<file path="config.mk">
export PLATFORM = sky130hd
export DESIGN_NAME = timer_sched
export DESIGN_NICKNAME = d
export VERILOG_FILES = /design/src/rtl/timer_sched_pkg.sv /design/src/rtl/rr_arbiter.sv /design/src/rtl/timer_sched.sv
export SDC_FILE = /design/constraint.sdc
export NUM_CORES = 1
export LEC_CHECK = 0
export ABC_AREA = 1
export BUFFER_PORTS_ARGS = -buffer_cell sky130_fd_sc_hd__buf_2
export CAP_MARGIN = 20
export CORE_MARGIN = 3
export CORE_UTILIZATION = 48
export DETAILED_ROUTE_END_ITERATION = 12
export HOLD_SLACK_MARGIN = 0.05
export PLACE_DENSITY = 0.76
export SYNTH_ARGS = -nofsm -noshare
export SYNTH_HDL_FRONTEND = slang
export SYNTH_HIERARCHICAL = 1
export SYNTH_SLANG_ARGS = --single-unit
</file>
<file path="constraint.sdc">
create_clock -name clk -period 1.4 [get_ports clk]
set_input_delay 0.14 -clock clk [delete_from_list [all_inputs] [get_ports clk]]
set_output_delay 0.14 -clock clk [all_outputs]
set_load 0.05 [all_outputs]
</file>
<file path="src/rtl/timer_sched_pkg.sv">
// Shared definitions for the timer scheduler: controller state encoding and
// the default sizing of the shared down-counter and the requester count.
package timer_sched_pkg;

    // Default bit width of the shared down-counter.
    localparam int WIDTH_DEFAULT = 4;

    // Default number of requesters competing for the timer.
    localparam int NREQ_DEFAULT  = 2;

    // Controller states. IDLE arbitrates, RUN counts down for the owner,
    // DONE is the single cycle that carries the expiry pulse.
    typedef enum logic [1:0] {
        IDLE = 2'd0,
        RUN  = 2'd1,
        DONE = 2'd2
    } state_e;

endpackage : timer_sched_pkg

</file>
<file path="src/rtl/rr_arbiter.sv">
// Combinational round-robin picker. The search starts one position above the
// previous owner and wraps, so the most recent owner has the lowest priority.
module rr_arbiter
    import timer_sched_pkg::*;
#(
    parameter int NREQ = NREQ_DEFAULT,
    parameter int IDXW = $clog2(NREQ)
) (
    input  logic [NREQ-1:0] req_i,
    input  logic [IDXW-1:0] last_owner_i,
    output logic [NREQ-1:0] winner_o,
    output logic            valid_o
);

    logic [IDXW-1:0] cand;

    // Walk candidates (last_owner+1 .. last_owner+NREQ) mod NREQ; first live request wins.
    always_comb begin
        winner_o = '0;
        valid_o  = 1'b0;
        cand     = '0;
        for (int k = 1; k <= NREQ; k++) begin
            cand = IDXW'((int'(last_owner_i) + k) % NREQ);
            if (!valid_o && req_i[cand]) begin
                winner_o[cand] = 1'b1;
                valid_o        = 1'b1;
            end
        end
    end

endmodule : rr_arbiter

</file>
<file path="src/rtl/timer_sched.sv">
// Shared-timer scheduler. Requesters compete round-robin for a single
// down-counter; the owner keeps it until the count expires (done pulse) or
// it withdraws its request (abort).
//
// Handshake: req[i] is a level that requester i holds until it sees done[i]
// or decides to abort by dropping it. gnt[i] stays high for the whole time i
// owns the counter; done[i] is a one-cycle pulse on the cycle right after the
// last gnt[i] cycle. Non-owner requests are only looked at in IDLE, never
// queued.
module timer_sched
    import timer_sched_pkg::*;
#(
    parameter int WIDTH = WIDTH_DEFAULT,
    parameter int NREQ  = NREQ_DEFAULT
) (
    input  logic                  clk,
    input  logic                  reset,
    input  logic [NREQ-1:0]       req,
    input  logic [NREQ*WIDTH-1:0] load_val,
    output logic [NREQ-1:0]       gnt,
    output logic [NREQ-1:0]       done,
    output logic                  busy,
    output logic [WIDTH-1:0]      count_out,
    output state_e                state_o
);

    localparam int              IDXW     = $clog2(NREQ);
    // Resetting the pointer to the top index makes requester 0 win first.
    localparam logic [IDXW-1:0] LAST_RST = IDXW'(NREQ - 1);

    state_e            state_q, state_d;
    logic [NREQ-1:0]   gnt_q,   gnt_d;
    logic [NREQ-1:0]   done_q,  done_d;
    logic              busy_q,  busy_d;
    logic [WIDTH-1:0]  count_q, count_d;
    logic [IDXW-1:0]   last_q,  last_d;

    logic [NREQ-1:0]   win_onehot;
    logic              win_valid;
    logic [IDXW-1:0]   win_idx;
    logic [WIDTH-1:0]  win_load;
    logic              owner_req;

    rr_arbiter #(
        .NREQ (NREQ),
        .IDXW (IDXW)
    ) u_arb (
        .req_i        (req),
        .last_owner_i (last_q),
        .winner_o     (win_onehot),
        .valid_o      (win_valid)
    );

    // Encode the one-hot winner to an index and pick its start value.
    always_comb begin
        win_idx  = '0;
        win_load = '0;
        for (int i = 0; i < NREQ; i++) begin
            if (win_onehot[i]) begin
                win_idx  = IDXW'(i);
                win_load = load_val[i*WIDTH +: WIDTH];
            end
        end
    end

    // The owner is still interested while its own request bit stays high.
    assign owner_req = |(req & gnt_q);

    // Next-state and registered-output logic for the IDLE/RUN/DONE controller.
    always_comb begin
        state_d = state_q;
        gnt_d   = gnt_q;
        done_d  = '0;
        count_d = count_q;
        last_d  = last_q;
        case (state_q)
            IDLE: begin
                if (win_valid) begin
                    state_d = RUN;
                    gnt_d   = win_onehot;
                    count_d = win_load;
                    last_d  = win_idx;
                end
            end
            RUN: begin
                if (!owner_req) begin
                    // Abort: release the counter silently, keep last owner.
                    state_d = IDLE;
                    gnt_d   = '0;
                    count_d = '0;
                end else if (count_q == '0) begin
                    state_d = DONE;
                    done_d  = gnt_q;
                    gnt_d   = '0;
                end else begin
                    count_d = count_q - WIDTH'(1);
                end
            end
            DONE: begin
                state_d = IDLE;
            end
            default: begin
                state_d = IDLE;
                gnt_d   = '0;
                count_d = '0;
            end
        endcase
        busy_d = (state_d != IDLE);
    end

    // State and output registers with asynchronous reset.
    always_ff @(posedge clk or posedge reset) begin
        if (reset) begin
            state_q <= IDLE;
            gnt_q   <= '0;
            done_q  <= '0;
            busy_q  <= 1'b0;
            count_q <= '0;
            last_q  <= LAST_RST;
        end else begin
            state_q <= state_d;
            gnt_q   <= gnt_d;
            done_q  <= done_d;
            busy_q  <= busy_d;
            count_q <= count_d;
            last_q  <= last_d;
        end
    end

    assign gnt       = gnt_q;
    assign done      = done_q;
    assign busy      = busy_q;
    assign count_out = count_q;
    assign state_o   = state_q;

endmodule : timer_sched

</file>
==> results of run 1 <==
[power by group through the flow]
stage	registers (W)	logic (W)	clock network, W
after floorplan	0.000965	0.000516	0
after global placement	0.000593	0.00111	0
after detailed placement	0.000599	0.00112	0
after CTS	0.000592	0.00113	0.000280
after global routing	0.000615	0.00122	0.000296
final	0.000594	0.00112	0.000273
[per-layer routing]
layer	wire (um)	vias up	global-route usage, %	part of all wire [%]
li1	-	352	-	-
met1	678	274	21.57	49
met2	600	23	24.42	43
met3	87	2	3.659	6.3
met4	17	0	7.229	1.2
met5	0	-	0	0
[final cells by class]
type | count | share of cell area (%)
clock buffers | 4 | 4.113
inverters | 12 | 5.106
multi-input cells | 73 | 40.57
flip-flops and latches | 12 | 34.47
well taps | 15 | 2.128
repair buffers | 23 | 13.62
[logic make-up (layout without fill, tap and decap cells)]
family | Yosys count | count (layout) | synth area share, %
AOI/OAI and AO/OA | 7 | 7 | 5.891
adders and majority gates | 2 | 2 | 3.571
DFF | 12 | 12 | 43.04
and+or+nand+nor | 63 | 63 | 39.82
xor gates and xnor gates | 1 | 1 | 1.250
buffers and inverters | 12 | 39 | 6.428
[worst min-delay path by stage]
stage	startpoint	end	slack, ps	depth (start not counted)
after floorplan	reset	busy$_DFF_PP0_	4	1
after global placement	reset	count_out[3]$_DFFE_PP0P_	160	2
after detailed placement	reset	count_out[3]$_DFFE_PP0P_	170	2
after CTS	load_val[5]	count_out[1]$_DFFE_PP0P_	270	7
after global routing	req[0]	last_q$_DFFE_PP1P_	300	4
final	req[0]	last_q$_DFFE_PP1P_	260	4
[through the flow]
stage	cells	util, %	setup slack [ps]
2_1_floorplan	97	-	21.04
3_3_place_gp	134	62.38	96.94
3_5_place_dp	134	62.38	65.01
4_1_cts	139	65.85	59.18
5_1_grt	139	66.14	13.18
6_report	139	66.14	95.84
[placed cells by master (no fill, tap or decap)]
master and n:
nand2_1 47, buf_2 22, inv_1 9, dfrtp_1 9, nand3_1 6, nor2_1 4, inv_2 3, o21ai_0 3
clkbuf_4 3, nor2_4 2, nand2_4 2, ha_1 2, dfrtp_2 2, nor2_2 1, o21ai_2 1, o21a_1 1
o21ai_1 1, xnor2_1 1, clkbuf_8 1, dlygate4sd3_1 1, dfstp_2 1, or2_1 1, a21oi_2 1
[sequential cells by signal (all words and copies together) (netlist names)]
signal / cells
count_out: 4
done: 2
gnt: 2
state_o: 2
busy: 1
last_q: 1
[tightest hold or removal path: stages]
cell     delay, ps
buf_2          120
a21oi_2         90
nand3_1        100
nand2_1         60
[repair_timing]
| action | in CTS | in global routing |
|---|---|---|
| gates resized for setup | 0 | 1 |
| hold buffers | 1 | 0 |
| setup endpoints to repair | 0 | 4 |
| hold endpoints to repair | 11 | 0 |
==> flow_metrics.py, run 1 <==
metrics = {
    "power_and_ir_drop": {
        "power.total_w": 0.001988,
        "internal_power_w": 0.0009395,
        "leakage_nw": 0.5291,
        "combPwrFrac_pct": 56.4,
        "p_per_area_nw_per_um2": 2253,
        "switching_power_w": 0.001048,
        "irDropWorstVdd_v": 0.001086,
        "p_seq_share_pct": 29.9,
        "switching_share_pct": 52.73,
        "power_frac_clock_pct": 13.8,
    },
    "placement": {
        "gp_congestion": 0.7902,
        "dp_hpwl_um": 1113,
        "io_buffers": 22,
        "placed_area_um2": 832.0,
    },
    "synthesis": {
        "synth_top_flop_cell": "dfrtp_1",
        "synthTopCellsByArea": "dfrtp_1 39%, nand2_1 25%, inv_1 4.8%, nand3_1 4.3%, dfstp_2 3.8%",
        "yosys.area.top_type_share_pct": 39.29,
        "synth_nets": 111,
        "synth_seq_area_share_pct": 43.04,
        "synth_edf_count": 0,
        "synth_largest_area_cell": "dfrtp_1",
        "avgSynthCellArea_um2": 7.223,
        "yosys_register_bits": 12,
        "synth_warnings": 6,
        "yosysMostFrequentCell": "nand2_1",
        "async_reset_ff_share_pct": 100.0,
        "synth_cells": 97,
        "synthDistinctLibCells": 18,
        "ys_top_cells_by_count": "47 x nand2_1, 11 x dfrtp_1, 9 x inv_1, 6 x nand3_1, 4 x nor2_1",
        "netlist_area_um2": 700.7,
    },
    "sta": {
        "rsz0062_at_grt": "no",
        "finalSetupViolations": 0,
        "relSlewSlack_pct": 69.37,
        "drv_slew": 0,
        "fmax_mhz": 766.8,
        "final.period_utilization_pct": 93.15,
        "finalHoldViolCount": 0,
        "holdWs_ps": 256.6,
        "period_needed_ps": 1304,
        "tightest_slew_ps": 458.9,
        "fin_setup_tns_ps": 0,
        "final.setup_skew_ps": 5.998,
    },
    "run": {
        "max_cap_viol_count": 0,
    },
    "cells_and_area": {
        "nets": 139,
        "multi_input_comb_area_um2": 357.8,
        "drive_above_1_share_pct": 31.45,
        "antennaDiodeCount": 0,
        "final_area_um2": 882.1,
        "nFillCells": 115,
        "area_growth_syn_to_layout_pct": 25.89,
        "ff_latch_area_um2": 304.0,
    },
    "worst_hold_path": {
        "min_path_type": "in -> reg",
    },
    "worst_setup_path": {
        "cp_num_buf_inv": 1,
        "critPathLaunchType": "flip-flop",
        "criticalPathCategory": "reg -> reg",
        "crit_start": "count_out[0]$_DFFE_PP0P_",
        "r2r_slack_ps": 100,
        "reg2reg_depth": 6,
        "endpoint": "count_out[3]$_DFFE_PP0P_",
        "path_common_cell": "nand2_1",
        "worstPathMaxFanout": 4,
        "worstSetupPathDepth": 6,
        "required_ps": 1570,
        "worstReg2RegStart": "count_out[0]$_DFFE_PP0P_",
        "reg2reg_to": "count_out[3]$_DFFE_PP0P_",
        "cp_top_family": "flip-flops",
        "crit_path_max_incr_delay_ps": 420,
        "critical_path.slowest_cell": "dfrtp_2",
        "endpoint_kind": "flip-flop",
        "critical_path.cell_chain": "inv_1, ha_1, nand2_1, o21a_1, nand2_1, nand2_1",
        "cp.arrival_ps": 1470,
    },
    "routing": {
        "drc": 0,
        "drt_pass1_iterations": 4,
        "vias": 651,
        "wl_um": 1383,
        "wire_per_inst_um": 9.950,
        "viasPerCell": 4.683,
        "drt_iter0_drc": 11,
        "antenna_left": 0,
    },
    "clock_tree": {
        "clock_latency_ps": 270,
        "cts_sinks": 12,
        "clk_pin_slew_ps": 80,
        "postCtsSetupBuffers": 0,
        "cts_root_buffer": "clkbuf_4",
        "cts_tree": "yes",
        "htree_num_levels": 1,
        "clockBufferDepth": 2,
        "cts_buffers": 3,
    },
    "grt": {
        "grt_pass1_vias": 590,
        "antenna_found_initial": 0,
        "grt_max_degree": 13,
        "grt_pass1_wl_um": 2359,
        "track_usage_pct": 16.03,
        "grt_overflow_total": 0,
    },
    "floorplan": {
        "row_count": 13,
        "io_pins": 23,
        "die_w_um": 44.21,
        "start_util_pct": 52.53,
        "die_h_um": 44.21,
        "core_um2": 1334,
        "die_area_um2": 1954,
    },
    "outcome": {
        "status": "complete, no violations",
    },
}
(Power assumes the default switching activity.)
==> inputs of run 2 (changes only) <==
CORE_MARGIN = 2   (was 3)
SLEW_MARGIN = 20   (was not set)
==> run 2 against run 1 <==
  * Non-clock buffer count unchanged
  * Worst setup slack improved by 28 ps
  * Highest routed layer unchanged
  * Sequential power grew 0.7%
  * Sequential share of layout area did not move
  * Global-route usage rose by 0.54 points
  * Clock-buffer cell count unchanged
  * Die area fell by 8.8%
  * Wire length rose by 0.58%
==> flow_metrics.py, run 2 (same netlist as run 1, synthesis figures left out) <==
metrics = {
    "sta": {
        "final.period_utilization_pct": 91.15,
        "relSlewSlack_pct": 68.75,
        "tightest_slew_ps": 468.3,
        "finalSetupViolations": 0,
        "fmax_mhz": 783.6,
        "final.setup_skew_ps": 2.347,
        "fin_setup_tns_ps": 0,
        "period_needed_ps": 1276,
        "holdWs_ps": 252.4,
        "drv_slew": 0,
        "finalHoldViolCount": 0,
        "rsz0062_at_grt": "no",
    },
    "worst_setup_path": {
        "cp_num_buf_inv": 1,
        "cp.arrival_ps": 1440,
        "required_ps": 1560,
        "endpoint_kind": "flip-flop",
        "crit_path_max_incr_delay_ps": 430,
        "critical_path.slowest_cell": "dfrtp_2",
        "path_common_cell": "nand2_1",
        "critPathLaunchType": "flip-flop",
        "worstPathMaxFanout": 4,
        "criticalPathCategory": "reg -> reg",
        "critical_path.cell_chain": "inv_1, ha_1, nand2_1, o21a_1, nand2_1, nand2_1",
        "cp_top_family": "flip-flops",
    },
    "grt": {
        "antenna_found_initial": 0,
        "grt_max_degree": 13,
        "grt_pass1_vias": 585,
        "grt_pass1_wl_um": 2339,
        "grt_overflow_total": 0,
        "track_usage_pct": 16.58,
    },
    "clock_tree": {
        "cts_root_buffer": "clkbuf_4",
        "clock_latency_ps": 270,
        "htree_num_levels": 1,
        "clockBufferDepth": 2,
        "cts_sinks": 12,
        "cts_buffers": 3,
        "clk_pin_slew_ps": 80,
        "cts_tree": "yes",
    },
    "placement": {
        "io_buffers": 22,
        "dp_hpwl_um": 1104,
        "gp_congestion": 0.8015,
    },
    "power_and_ir_drop": {
        "irDropWorstVdd_v": 0.0009029,
        "leakage_nw": 0.5289,
        "p_per_area_nw_per_um2": 2266,
        "power.total_w": 0.001999,
    },
    "routing": {
        "vias": 670,
        "wl_um": 1391,
        "drt_pass1_iterations": 4,
        "antenna_left": 0,
        "drt_iter0_drc": 12,
        "viasPerCell": 4.820,
        "drc": 0,
        "wire_per_inst_um": 10.01,
    },
    "floorplan": {
        "start_util_pct": 52.53,
        "die_h_um": 42.21,
        "die_w_um": 42.21,
        "row_count": 13,
        "core_um2": 1334,
        "io_pins": 23,
        "die_area_um2": 1781,
    },
    "cells_and_area": {
        "final_cell_mix": "47 x nand2_1, 22 x buf_2, 9 x dfrtp_1, 8 x inv_1, 6 x nand3_1",
        "area_growth_syn_to_layout_pct": 25.89,
        "largest_reg_flops": 4,
        "nFillCells": 116,
        "nets": 139,
        "layout_commonest_cell": "nand2_1",
        "antennaDiodeCount": 0,
        "drive_above_1_share_pct": 32.26,
    },
    "run": {
        "max_cap_viol_count": 0,
    },
    "worst_hold_path": {
        "min_path_type": "in -> reg",
    },
    "outcome": {
        "status": "complete, no violations",
    },
}
run 2: cell counts in the layout (fill, tap and decap cells not counted):
Identical to the previous run, type by type.
run 2: metal layers:
| metal | track usage (%) | share of wire, % |
|---|---|---|
| met1 | 20.87 | 46 |
| met2 | 28.62 | 47 |
| met3 | 2.586 | 5.5 |
| met4 | 5.625 | 0.86 |
| met5 | 0 | 0 |
run 2: timing repair:
item                       4_1_cts  5_1_grt
hold endpoints to repair        11        0
buffers inserted                 0        0
gates resized for setup          0        2
setup endpoints to repair        0        4
hold buffers                     1        0
run 2: final cells by class:
class / count / area [um2] / area share (%)
flip-flops and latches: 12 / 304.0 / 34.47
clock buffers: 4 / 36.28 / 4.113
well taps: 15 / 18.77 / 2.128
multi-input cells: 73 / 357.8 / 40.57
inverters: 12 / 45.04 / 5.106
repair buffers: 23 / 120.1 / 13.62
run 2: tightest hold or removal path, stage by stage:
cell and delay, ps:
buf_2 120, a21oi_2 90, nand3_1 100, nand2_1 60
run 2: where the power goes:
part           total [W]  switching (W)  internal (W)
logic            0.00112       0.000819      0.000304
clock network   0.000278       0.000120      0.000158
registers       0.000598       0.000117      0.000482
total            0.00200        0.00106      0.000943
run 2: final timing paths:
| path | slack [ps] | start | to | depth (start not counted) |
|---|---|---|---|---|
| setup / recovery | 120 | count_out[1]$_DFFE_PP0P_ | count_out[2]$_DFFE_PP0P_ | 6 |
| hold / removal | 250 | req[0] | last_q$_DFFE_PP1P_ | 4 |
| setup reg to reg | 120 | count_out[1]$_DFFE_PP0P_ | count_out[2]$_DFFE_PP0P_ | 6 |
| min in group asynchronous | 410 | reset | count_out[3]$_DFFE_PP0P_ | 3 |
| hold reg to reg | 500 | last_q$_DFFE_PP1P_ | last_q$_DFFE_PP1P_ | 2 |
| max in group asynchronous | 640 | reset | last_q$_DFFE_PP1P_ | 3 |
run 2: through the flow:
step / cell area, um2 / std cells / utilization, % / setup slack [ps]
after floorplan: 703.2 / 97 / - / 21.04
after global placement: 832.0 / 134 / 62.38 / 98.95
after detailed placement: 832.0 / 134 / 62.38 / 60.08
after CTS: 878.3 / 139 / 65.85 / 44.68
after global routing: 882.1 / 139 / 66.14 / 15.40
final: 882.1 / 139 / 66.14 / 123.8
